## src/rtl/gray_pkg.sv

```systemverilog
`default_nettype none
// ----------------------------------------------------------------------------
// gray_pkg : Gray/binary conversion helpers shared by counters and checkers
// Rev 1.0
// ----------------------------------------------------------------------------
package gray_pkg;

  localparam int c_MAX_W = 32;

  // Callers zero-extend to c_MAX_W and cast the result back to their width.
  function automatic logic [c_MAX_W-1:0] bin2gray(input logic [c_MAX_W-1:0] b);
    return b ^ (b >> 1);
  endfunction

  function automatic logic [c_MAX_W-1:0] gray2bin(input logic [c_MAX_W-1:0] g);
    logic [c_MAX_W-1:0] b;
    b[c_MAX_W-1] = g[c_MAX_W-1];
    for (int i = c_MAX_W-2; i >= 0; i--) begin
      b[i] = b[i+1] ^ g[i];
    end
    return b;
  endfunction

endpackage
`default_nettype wire

```

## src/rtl/gray_updown_counter_if.sv

```systemverilog
`default_nettype none
// ----------------------------------------------------------------------------
// gray_updown_counter_if : control and count bundle of gray_updown_counter
// Rev 1.0
// ----------------------------------------------------------------------------
interface gray_updown_counter_if #(
  parameter int WIDTH = 4
) ();

  logic             En;
  logic             Up;
  logic             Gray;
  logic             Load;
  logic [WIDTH-1:0] Load_val;
  logic [WIDTH-1:0] Q;
  logic             Tick;
  logic             Tc;

  modport master (output En, Up, Gray, Load, Load_val, input Q, Tick, Tc);
  modport slave  (input En, Up, Gray, Load, Load_val, output Q, Tick, Tc);

endinterface
`default_nettype wire

```

## src/rtl/gray_updown_counter_clk_enable_gen.sv

```systemverilog
`default_nettype none
// ----------------------------------------------------------------------------
// clk_enable_gen : divide-by-DIV clock-enable prescaler, one-cycle step pulse
// Rev 1.0
// ----------------------------------------------------------------------------
module clk_enable_gen #(
  parameter int DIV = 100_000_000
) (
  input  logic Clk,
  input  logic Clr,
  input  logic En,
  output logic step
);

  localparam int                PCNT_W = (DIV > 1) ? $clog2(DIV) : 1;
  localparam logic [PCNT_W-1:0] c_LAST = PCNT_W'(DIV - 1);

  logic [PCNT_W-1:0] pcnt_q, pcnt_d;
  logic              w_wrap;

  always_comb begin
    w_wrap = (pcnt_q == c_LAST);
    pcnt_d = pcnt_q;
    if (En) begin
      pcnt_d = w_wrap ? '0 : pcnt_q + PCNT_W'(1);
    end
    step = En & w_wrap;
  end

  always_ff @(posedge Clk or posedge Clr) begin
    if (Clr) begin
      pcnt_q <= '0;
    end else begin
      pcnt_q <= pcnt_d;
    end
  end

endmodule
`default_nettype wire

```

## src/rtl/gray_updown_counter.sv

```systemverilog
`default_nettype none
// ----------------------------------------------------------------------------
// gray_updown_counter : prescaled up/down counter, Gray or binary output
// Rev 1.0
// ----------------------------------------------------------------------------
module gray_updown_counter
  import gray_pkg::*;
#(
  parameter int WIDTH = 4,
  parameter int DIV   = 100_000_000
) (
  input  logic                         Clk,
  input  logic                         Clr,
  gray_updown_counter_if.slave         bus
);

  logic             step;
  logic [WIDTH-1:0] b_q, b_d;
  logic [WIDTH-1:0] q_q, q_d;
  logic             tick_q, tick_d;
  logic             tc_q, tc_d;

  clk_enable_gen #(.DIV(DIV)) u_clk_enable_gen (
    .Clk  (Clk),
    .Clr  (Clr),
    .En   (bus.En),
    .step (step)
  );

  // Load outranks the step; a step landing on a Load edge is dropped.
  always_comb begin
    b_d    = b_q;
    tick_d = 1'b0;
    tc_d   = 1'b0;
    if (bus.Load) begin
      b_d = bus.Load_val;
    end else if (step) begin
      tick_d = 1'b1;
      if (bus.Up) begin
        b_d  = b_q + WIDTH'(1);
        tc_d = &b_q;
      end else begin
        b_d  = b_q - WIDTH'(1);
        tc_d = ~|b_q;
      end
    end
    q_d = bus.Gray ? WIDTH'(bin2gray(c_MAX_W'(b_d))) : b_d;
  end

  always_ff @(posedge Clk or posedge Clr) begin
    if (Clr) begin
      b_q    <= '0;
      q_q    <= '0;
      tick_q <= 1'b0;
      tc_q   <= 1'b0;
    end else begin
      b_q    <= b_d;
      q_q    <= q_d;
      tick_q <= tick_d;
      tc_q   <= tc_d;
    end
  end

  assign bus.Q    = q_q;
  assign bus.Tick = tick_q;
  assign bus.Tc   = tc_q;

endmodule
`default_nettype wire

```

## src/flat_wrapper.sv

```systemverilog
// flat-port wrapper written by rule: the top's interface ports become plain ports
module gray_updown_counter_flat import gray_pkg::*;
#(
  parameter int WIDTH = 4,
  parameter int DIV   = 100_000_000
)
  (Clk, Clr, bus_En, bus_Up, bus_Gray, bus_Load, bus_Load_val, bus_Q, bus_Tick, bus_Tc);
  gray_updown_counter_if #(.WIDTH(WIDTH)) bus_i ();
  input  logic Clk;
  input  logic Clr;
  input wire logic [$bits(bus_i.En)-1:0] bus_En;
  input wire logic [$bits(bus_i.Up)-1:0] bus_Up;
  input wire logic [$bits(bus_i.Gray)-1:0] bus_Gray;
  input wire logic [$bits(bus_i.Load)-1:0] bus_Load;
  input wire logic [$bits(bus_i.Load_val)-1:0] bus_Load_val;
  output wire logic [$bits(bus_i.Q)-1:0] bus_Q;
  output wire logic [$bits(bus_i.Tick)-1:0] bus_Tick;
  output wire logic [$bits(bus_i.Tc)-1:0] bus_Tc;
  assign bus_i.En = bus_En;
  assign bus_i.Up = bus_Up;
  assign bus_i.Gray = bus_Gray;
  assign bus_i.Load = bus_Load;
  assign bus_i.Load_val = bus_Load_val;
  assign bus_Q = bus_i.Q;
  assign bus_Tick = bus_i.Tick;
  assign bus_Tc = bus_i.Tc;
  gray_updown_counter #(.WIDTH(WIDTH), .DIV(DIV)) u_core (.Clk(Clk), .Clr(Clr), .bus(bus_i));
endmodule
```

## config.mk

```make
export PLATFORM = sky130hd
export DESIGN_NAME = gray_updown_counter_flat
export DESIGN_NICKNAME = d
export VERILOG_FILES = /design/src/rtl/gray_pkg.sv /design/src/rtl/gray_updown_counter_if.sv /design/src/rtl/gray_updown_counter_clk_enable_gen.sv /design/src/rtl/gray_updown_counter.sv /design/src/flat_wrapper.sv
export SDC_FILE = /design/constraint.sdc
export NUM_CORES = 1
export LEC_CHECK = 0
export BUFFER_PORTS_ARGS = -buffer_cell sky130_fd_sc_hd__buf_4
export CAP_MARGIN = 20
export CORE_AREA = 5 5 56 107
export CTS_CLUSTER_DIAMETER = 30
export DETAILED_ROUTE_END_ITERATION = 8
export DIE_AREA = 0 0 61 112
export GPL_TIMING_DRIVEN = 0
export PLACE_DENSITY = 0.54
export SKIP_CTS_REPAIR_TIMING = 1
export SLEW_MARGIN = 20
export SYNTH_ARGS = -nofsm -noshare
export SYNTH_HDL_FRONTEND = slang
export SYNTH_SLANG_ARGS = --single-unit
```

## constraint.sdc

```tcl
create_clock -name Clk -period 3.84 [get_ports Clk]
set_input_delay 0.768 -clock Clk [delete_from_list [all_inputs] [get_ports Clk]]
set_output_delay 0.768 -clock Clk [all_outputs]
set_load 0.01 [all_outputs]
```

==> results.cfg, run 1 <==
[status]
outcome = completed

[detailed_routing]
route.detailed.drc = 0
via_count = 1491
avgViaCountPerCell = 5.61
drt-pass1-iter-count = 4
drt-initial-drc-count = 45
ant_nets = 0
wl_per_cell_um = 15.8
routed_wl_mm = 4.21

[clock_tree]
root_buffer = clkbuf_8
htreeDepth = 2
cts_tree = yes
worstSkewPairLatency_ps = 290
clk_pin_slew_ps = 80
clock-sinks = 36
cts_inserted_buffers = 5
cts_max_path_buffers = 2

[worst_hold_path]
hold_path_class = reg -> reg
min-delay-start = u_core.u_clk_enable_gen.pcnt_q[12]
whs_path_depth = 1
hold_end = u_core.u_clk_enable_gen.pcnt_q[12]

[placement]
portBuffers = 13
finalWeightedCongestion = 0.889
hpwlAfterDp_mm = 3.24

[timing]
holdWs_ps = 512
tns_ps = 0
finalCritPeriodShare_pct = 63.9
rsz0062_at_grt = false
clock-skew-final_ps = 7.06
hold_viol_final = 0
setup-violations-final = 0
clock.fmax_mhz = 407
slew_violations = 0
worst_slew_pin_slew_ps = 736
period_needed_ps = 2450
max-slew-margin-rel_pct = 50.8

[yosys]
synth_edf_count = 0
synth_cell_type_count = 46
syn_avg_cell_area_um2 = 10.4
synth_common_cells = dfrtp_1 (36), nor2_1 (20), xor2_1 (15), xnor2_1 (12)
yosysSeqAreaShare_pct = 46.2
async_flop_share_pct = 100
dominantRegCellSynth = dfrtp_1
syn_nets = 201
synth_largest_area_cell = dfrtp_1
yosys.cell_count.top_type = dfrtp_1
synth-seq-cells = 36
synth_top_area_share_pct = 46.2
synth_area_um2 = 1950
syn_inst = 187
yosysWarnings = 0
synth_area_leaders = dfrtp_1 (46%), xor2_1 (6.7%), xnor2_1 (5.4%), nor2_1 (3.8%), nand4_1 (3.5%)

[setup_path]
worst-path-max-fanout = 5
crit_path_start_kind = input pin
r2r-start = u_core.u_clk_enable_gen.pcnt_q[8]
rr_endpoint = u_core.u_clk_enable_gen.pcnt_q[21]
critPathKind = in -> reg
required_ps = 4000
endpoint_kind = flop
rrSetupSlack_ps = 1520
ff2ff_path_depth = 5
cp.arrival_ps = 2620

[pwr]
p_sw_w = 0.000285
switching_share_pct = 29.2
p_clk_share_pct = 34.0
total_power_w = 0.000974
pwr-share-comb_pct = 16.2
p_leak_nw = 1.01
cellInternalPower_w = 0.000690
powerDensity_nw_per_um2 = 436
seqPwrFrac_pct = 49.7
vdd_drop_max_v = 0.000335

[floorplan]
rows = 37
core_area_um2 = 5090
die_area_um2 = 6830
initial_core_util_pct = 38.3
die_h_um = 112
fp.dieW_um = 61
io_pins = 16

[global_route]
grt_first_pass_wirelength_mm = 7.18
grt_max_degree = 37
globalRouteOverflowTotal = 0
grt_pass1_vias = 1588
grtUsageTotal_pct = 13.7
antenna_found_initial = 0

[finish]
fin_util_pct = 43.9
area_delta_synth_final_pct = 14.4
drive_gt1_share_pct = 19.2
num_antenna_cells = 0
nNetsFinal = 221
num-fill-cells = 526

[run]
max_cap_violations = 0
per-stage QoR:
step                std cells  setup WS, ps  cell area, um2
floorplan                 187          1370            1950
global placement          258          1150            2120
detailed placement        258          1070            2120
CTS                       266          1370            2230
global route              266          1290            2230
finish                    266          1390            2230
placed cells by master (no fill, tap or decap), drive strengths merged, types with 2 or more instances in the layout:
master   n
nand2b   2
and4     4
a211oi   2
and3     6
nand4   12
buf     16
a21o     2
ha       3
a21oi    4
inv      8
a31oi    2
o21ai    5
dfrtp   36
nor4b    2
nand3   10
nor3     6
nand2   11
nor4     3
xor2    15
nor2    20
or3      4
clkbuf   7
o31a     2
xnor2   12
how the worst max path moves through the flow:
stage,from,endpoint,slack (ps),depth (start not counted)
floorplan,bus_Up,u_core.bus.Q[2],1370,7
global placement,bus_Up,u_core.bus.Q[2],1150,8
detailed placement,bus_Up,u_core.bus.Q[2],1070,8
CTS,bus_Up,u_core.bus.Q[2],1370,8
global route,bus_Up,u_core.bus.Q[2],1290,8
finish,bus_Up,u_core.bus.Q[2],1390,8
layer usage:
layer  track usage, %  share of wire [%]
met1             13.8                 37
met2             25.1                 57
met3             2.67                2.6
met4             6.51                2.9
met5                0                  0
state kept, by name (all words and copies together), names as in the netlist:
register	cells
u_core.u_clk_enable_gen.pcnt_q	27
u_core.b_q	4
u_core.bus.Q	3
u_core.bus.Tc	1
u_core.bus.Tick	1
cell type report:
| type | instances | area, um2 | share of cell area [%] |
|---|---|---|---|
| clock inverter | 3 | 42.5 | 1.90 |
| buffer | 5 | 28.8 | 1.29 |
| multi-input combinational | 138 | 992 | 44.4 |
| tap | 58 | 72.6 | 3.25 |
| inverter | 8 | 30.0 | 1.34 |
| clock buffer | 5 | 68.8 | 3.08 |
| timing repair buffer | 13 | 97.6 | 4.37 |
| sequential | 36 | 901 | 40.3 |
cells by family after synthesis:
| family | count (synthesis) | share of synthesized area (%) |
|---|---|---|
| flip-flops | 36 | 46.2 |
| AO/OA/AOI/OAI | 22 | 8.33 |
| adder cells (fa/ha/maj) | 4 | 2.95 |
| AND/OR/NAND/NOR | 84 | 26.9 |
| XOR/XNOR | 27 | 12.1 |
| buffers and inverters | 13 | 3.01 |
| multiplexers | 1 | 0.513 |
worst max-delay path, stage by stage:
cell and delay, ps:
buf_4 110, inv_1 70, ha_1 340, and3_1 220
or3_1 390, a2111oi_2 460, a211oi_2 100, xor2_1 160
power groups by stage:
stage	Clock, W	Sequential (W)	Combinational [W]
detailed placement	0	0.000493	0.000161
global placement	0	0.000491	0.000156
global route	0.000354	0.000494	0.000180
finish	0.000331	0.000485	0.000158
floorplan	0	0.000482	0.000120
CTS	0.000338	0.000485	0.000163
(Power assumes the default switching activity.)
==> inputs of run 2 (changes only) <==
--- a/config.mk
+++ b/config.mk
@@ -5,14 +5,15 @@
 export SDC_FILE = /design/constraint.sdc
 export NUM_CORES = 1
 export LEC_CHECK = 0
+export ABC_AREA = 1
 export BUFFER_PORTS_ARGS = -buffer_cell sky130_fd_sc_hd__buf_4
 export CAP_MARGIN = 20
-export CORE_AREA = 5 5 56 107
+export CORE_AREA = 5 5 61 117
 export CTS_CLUSTER_DIAMETER = 30
 export DETAILED_ROUTE_END_ITERATION = 8
-export DIE_AREA = 0 0 61 112
+export DIE_AREA = 0 0 66 122
 export GPL_TIMING_DRIVEN = 0
-export PLACE_DENSITY = 0.54
+export PLACE_DENSITY = 0.55
 export SKIP_CTS_REPAIR_TIMING = 1
 export SLEW_MARGIN = 20
 export SYNTH_ARGS = -nofsm -noshare
==> constraint.sdc (replaced) <==
create_clock -name Clk -period 2.2 [get_ports Clk]
set_input_delay 0.44 -clock Clk [delete_from_list [all_inputs] [get_ports Clk]]
set_output_delay 0.44 -clock Clk [all_outputs]
set_load 0.01 [all_outputs]
==> run 2 against run 1 <==
  * Total power rose by 150%
  * Die area increased by 18%
  * Global-route usage rose by 0.46 points
  * Final cell count grew 63%
  * Via count is 37% higher
  * First-iteration DRC count rose to 3.6 times the previous value
  * Clock skew decreased by 2.5 ps
  * Non-clock buffer count up 1
  * Combinational power grew to 3.1 times the previous value
  * Synthesized area grew 20%
  * Critical path depth grew 4
  * Largest cell class unchanged
==> results.cfg, run 2 <==
[status]
outcome = completed

[setup_path]
rrSetupSlack_ps = 360
path_cells = ha_1 -> nand2_1 -> nor2_1 -> nand3_2 -> nor2_4 -> nand2_4 -> nand2_1 -> nand3_1 -> nand2_2 -> inv_2 -> nand3_1 -> nand2_1
crit_path_start_kind = flop
critPathKind = reg -> reg
max_stage_delay_ps = 410
cp.arrival_ps = 2010
worst_path_most_repeated_cell = nand2_1
required_ps = 2370
worst-path-max-fanout = 7
endpoint_kind = flop
critPathSlowestCell = dfrtp_1
ff2ff_path_depth = 12

[detailed_routing]
drt-pass1-iter-count = 4
ant_nets = 0
wl_met2_mm = 2.59
via_count = 2040
wl_met3_um = 175
avgViaCountPerCell = 4.71
drt-initial-drc-count = 163
routed_wl_mm = 5.26
route.detailed.drc = 0
routed.top_layer = met4
wl_per_cell_um = 12.1
wl_met1_mm = 2.37

[yosys]
yosys.cell_count.top_type = nand2_1
syn_nets = 338
syn_inst = 324
async_flop_share_pct = 100
syn_avg_cell_area_um2 = 7.21
synth_area_leaders = dfrtp_1 (39%), nand2_1 (12%), inv_1 (7.9%), nor2_1 (7.4%), nand3_1 (5.1%)
synth_cell_type_count = 33
synth_common_cells = nand2_1 (75), inv_1 (49), nor2_1 (46), dfrtp_1 (36), nand3_1 (24)
yosysSeqAreaShare_pct = 38.6
yosysWarnings = 0
synth-seq-cells = 36
dominantRegCellSynth = dfrtp_1
synth_area_um2 = 2340
synth_top_area_share_pct = 38.6
synth_edf_count = 0
synth_largest_area_cell = dfrtp_1

[finish]
drive_gt1_share_pct = 17.6
regMostFlops = u_core.u_clk_enable_gen.pcnt_q
largest_reg_flops = 27
area_delta_synth_final_pct = 19.5
layout_commonest_cell = nand2_1
regArea_um2 = 901
num_antenna_cells = 0
num-fill-cells = 625
layout_common_cells = nand2_1 (75), inv_1 (48), nor2_1 (46), dfrtp_1 (36), nand3_1 (24)
nNetsFinal = 360
multi_input_area_um2 = 1200

[clock_tree]
cts_tree = yes
worstSkewPairLatency_ps = 280
cts_inserted_buffers = 5
htreeDepth = 2
cts_max_path_buffers = 2
root_buffer = clkbuf_16
clock-sinks = 36
clk_pin_slew_ps = 60

[pwr]
p_sw_w = 0.000694
vdd_drop_max_v = 0.000463
p_leak_nw = 1.43
pwr-share-comb_pct = 20.2
total_power_w = 0.00241
p_clk_share_pct = 42.9
cellInternalPower_w = 0.00171
powerDensity_nw_per_um2 = 862
switching_share_pct = 28.9
seqPwrFrac_pct = 36.9

[floorplan]
die_h_um = 122
die_area_um2 = 8050
io_pins = 16
fp.dieW_um = 66
core_area_um2 = 6210
rows = 41
initial_core_util_pct = 37.6

[timing]
worst_slew_pin_slew_ps = 522
max-slew-margin-rel_pct = 65.2
setup-violations-final = 0
hold_viol_final = 0
slew_violations = 0
clock-skew-final_ps = 4.59
period_needed_ps = 1840
tns_ps = 0
holdWs_ps = 164
finalCritPeriodShare_pct = 83.7
clock.fmax_mhz = 543
rsz0062_at_grt = false

[placement]
hpwlAfterDp_mm = 4.23
portBuffers = 14
finalWeightedCongestion = 0.840

[worst_hold_path]
hold_path_class = in -> async

[global_route]
grtUsageTotal_pct = 14.2
grt_first_pass_wirelength_mm = 8.97
globalRouteOverflowTotal = 0
grt_max_degree = 20
grt_pass1_vias = 1969
antenna_found_initial = 0

[run]
max_cap_violations = 0
==> run 2: power by group through the flow <==
stage | sequential (W) | clock (W) | combinational, W
5_1_grt | 0.000908 | 0.00108 | 0.000558
4_1_cts | 0.000887 | 0.00105 | 0.000494
3_3_place_gp | 0.000895 | 0 | 0.000477
3_5_place_dp | 0.000899 | 0 | 0.000491
6_report | 0.000887 | 0.00103 | 0.000486
2_1_floorplan | 0.000873 | 0 | 0.000369
==> run 2: path summary, 6_finish.rpt <==
path | from | endpoint
max reg2reg | u_core.u_clk_enable_gen.pcnt_q[0] | u_core.bus.Q[1]
min in group Clk | bus_Load | u_core.bus.Tick
max in group asynchronous | Clr | u_core.u_clk_enable_gen.pcnt_q[3]
min reg2reg | u_core.u_clk_enable_gen.pcnt_q[23] | u_core.u_clk_enable_gen.pcnt_q[23]
max | u_core.u_clk_enable_gen.pcnt_q[0] | u_core.bus.Q[1]
min | Clr | u_core.b_q[0]
==> run 2: kinds of logic after synthesis <==
family          share of synthesized area (%)
simple gates                             39.0
buf+inv                                  9.96
flops                                    38.6
compound gates                           5.46
xor+xnor                                 4.50
fa+ha+maj                                2.46
==> run 2: layout make-up <==
cell class	count	share of cell area (%)
Tap cell	86	3.85
Clock inverter	3	3.23
Timing Repair Buffer	15	4.75
Buffer	4	0.762
Clock buffer	5	4.48
Sequential cell	36	32.3
Inverter	55	7.58
Multi-Input combinational cell	229	43.1
==> run 2: metrics by stage <==
step	cells	instance area [um2]	worst slack (ps)	utilization, %
5_1_grt	433	2790	190	45.0
3_3_place_gp	424	2550	343	41.1
4_1_cts	433	2790	328	45.0
3_5_place_dp	425	2580	335	41.5
6_report	433	2790	359	45.0
2_1_floorplan	324	2340	599	-
==> run 2: metal layers <==
layer | vias up | GRT usage, %
met5 | - | 0
met4 | 0 | 5.09
met3 | 7 | 2.40
met2 | 30 | 23.7
met1 | 943 | 18.1
li1 | 1060 | -
==> run 2: critical path: cells and delay by family (launching register included) <==
| family | cells | cell delay [ps] |
|---|---|---|
| and+or+nand+nor | 10 | 990 |
| DFF | 1 | 410 |
| adders and majority gates | 1 | 280 |
| buffers and inverters | 1 | 50 |
==> inputs of run 3 (changes only) <==
--- a/config.mk
+++ b/config.mk
@@ -13,7 +13,7 @@
 export DETAILED_ROUTE_END_ITERATION = 8
 export DIE_AREA = 0 0 66 122
 export GPL_TIMING_DRIVEN = 0
-export PLACE_DENSITY = 0.55
+export PLACE_DENSITY = 0.53
 export SKIP_CTS_REPAIR_TIMING = 1
 export SLEW_MARGIN = 20
 export SYNTH_ARGS = -nofsm -noshare
==> constraint.sdc (replaced) <==
create_clock -name Clk -period 1.82 [get_ports Clk]
set_input_delay 0.364 -clock Clk [delete_from_list [all_inputs] [get_ports Clk]]
set_output_delay 0.364 -clock Clk [all_outputs]
set_load 0.01 [all_outputs]
==> run 3 against run 2 <==
  * Clock power rose by 21%
  * Register-to-register slack got worse by 260 ps
  * Non-clock buffer count rose by 1
  * Worst setup slack got worse by 260 ps
  * Total power rose by 25%
  * Critical path depth fell by 2
  * Combinational power rose by 38%
  * Via count rose by 0.20%
  * Core utilization rose by 0.56 points
  * Highest routed layer unchanged
  * Hold slack improved by 52 ps
  * Sequential power rose by 23%
  * Largest power group unchanged
==> results.cfg, run 3 (synthesis results as in run 2) <==
[detailed_routing]
avgViaCountPerCell = 4.71
ant_nets = 0
wl_per_cell_um = 12.6
routed_wl_mm = 5.46
drt-pass1-iter-count = 4
drt-initial-drc-count = 115
via_count = 2044
route.detailed.drc = 0

[global_route]
globalRouteOverflowTotal = 0
grt_max_degree = 37
grt_first_pass_wirelength_mm = 9.29
grtUsageTotal_pct = 14.9
antenna_found_initial = 0
grt_pass1_vias = 2010

[timing]
period_needed_ps = 1720
tns_ps = 0
setup_ws_ps = 97.5
setup-violations-final = 0
clock-skew-final_ps = 3.90
clock.fmax_mhz = 581
hold_viol_final = 0
worst_slew_pin_slew_ps = 756
max-slew-margin-rel_pct = 49.6
rsz0062_at_grt = true
slew_violations = 0
finalCritPeriodShare_pct = 94.6

[finish]
area_delta_synth_final_pct = 21.0
nNetsFinal = 361
drive_gt1_share_pct = 21.0
largest_reg_flops = 27
layout_common_cells = nand2_1 (72), inv_1 (48), nor2_1 (43), dfrtp_1 (35), nand3_1 (23)
num-fill-cells = 638
num_antenna_cells = 0
regMostFlops = u_core.u_clk_enable_gen.pcnt_q
fin_util_pct = 45.5
layout_commonest_cell = nand2_1

[setup_path]
path_cells = ha_4 -> nand3_2 -> nor2_4 -> nand2_2 -> nor2_4 -> nand3_2 -> nor2_2 -> inv_1 -> o21ai_1 -> nor2_1
max_stage_delay_ps = 430
required_ps = 1980
endpoint_kind = flop
crit_path_start_kind = flop
cp.arrival_ps = 1890
worst-path-max-fanout = 5
critPathKind = reg -> reg
critPathSlowestCell = dfrtp_1

[pwr]
vdd_drop_max_v = 0.000442
p_leak_nw = 1.43
powerDensity_nw_per_um2 = 1060

[clock_tree]
cts_tree = yes
clock-sinks = 36
worstSkewPairLatency_ps = 280
clk_pin_slew_ps = 60
cts_inserted_buffers = 5
htreeDepth = 2
root_buffer = clkbuf_16
cts_max_path_buffers = 2

[floorplan]
initial_core_util_pct = 37.6
fp.dieW_um = 66
rows = 41
core_area_um2 = 6210
die_area_um2 = 8050
io_pins = 16
die_h_um = 122

[run]
max_cap_violations = 0

[worst_hold_path]
hold_path_class = in -> async

[placement]
hpwlAfterDp_mm = 4.23
pre_cts_ws_ps = -57.2
portBuffers = 14
finalWeightedCongestion = 0.817

[status]
outcome = completed
run 3: cell types whose count changed in the layout (fill, tap and decap cells not counted), sizes merged:
| cell | before | now |
|---|---|---|
| buf | 18 | 19 |
run 3: routing by layer:
metal / vias to the layer above / track usage, % / share of wire (%)
met5: - / 0 / 0
met4: 0 / 4.96 / 0.99
met3: 4 / 2.31 / 2.4
met2: 23 / 25.8 / 53
met1: 955 / 18.6 / 44
li1: 1062 / - / -
run 3: stage by stage:
stage	total power [W]	hold slack [ps]	cell area (um2)	std cells
after global routing	0.00318	284	2830	434
after floorplan	0.00150	430	2340	324
final	0.00301	216	2830	434
after detailed placement	0.00168	507	2550	424
after global placement	0.00166	500	2550	424
after CTS	0.00294	257	2760	432
run 3: worst paths after layout:
| kind | endpoint | startpoint | cells past startpoint | slack, ps |
|---|---|---|---|---|
| worst max register to register | u_core.u_clk_enable_gen.pcnt_q[14] | u_core.u_clk_enable_gen.pcnt_q[0] | 10 | 100 |
| min in group Clk | u_core.bus.Tick | bus_Load | 2 | 290 |
| worst min register to register | u_core.u_clk_enable_gen.pcnt_q[23] | u_core.u_clk_enable_gen.pcnt_q[23] | 2 | 510 |
| max in group asynchronous | u_core.u_clk_enable_gen.pcnt_q[1] | Clr | 2 | 1070 |
| worst min-delay path | u_core.u_clk_enable_gen.pcnt_q[20] | Clr | 2 | 220 |
| worst max-delay path | u_core.u_clk_enable_gen.pcnt_q[14] | u_core.u_clk_enable_gen.pcnt_q[0] | 10 | 100 |
run 3: final cells by class:
class	count	area, um2	share of cell area [%]
inverters	55	211	7.48
multi-input cells	229	1250	44.2
well taps	86	108	3.81
flip-flops and latches	36	902	31.9
repair buffers	16	120	4.25
plain buffers	4	21.3	0.753
clock inverters	3	90.1	3.19
clock buffers	5	125	4.43
run 3: worst max-delay path: cells and delay by family (launching register included):
family	cells	cell delay [ps]
and+or+nand+nor	7	800
AOI/OAI and AO/OA	1	120
adders and majority gates	1	190
buffers and inverters	1	60
DFF	1	430
run 3: power by group:
| group | internal, W | switching [W] |
|---|---|---|
| registers | 0.000927 | 0.000162 |
| logic | 0.000273 | 0.000397 |
| clock network | 0.000923 | 0.000324 |
| total | 0.00212 | 0.000882 |
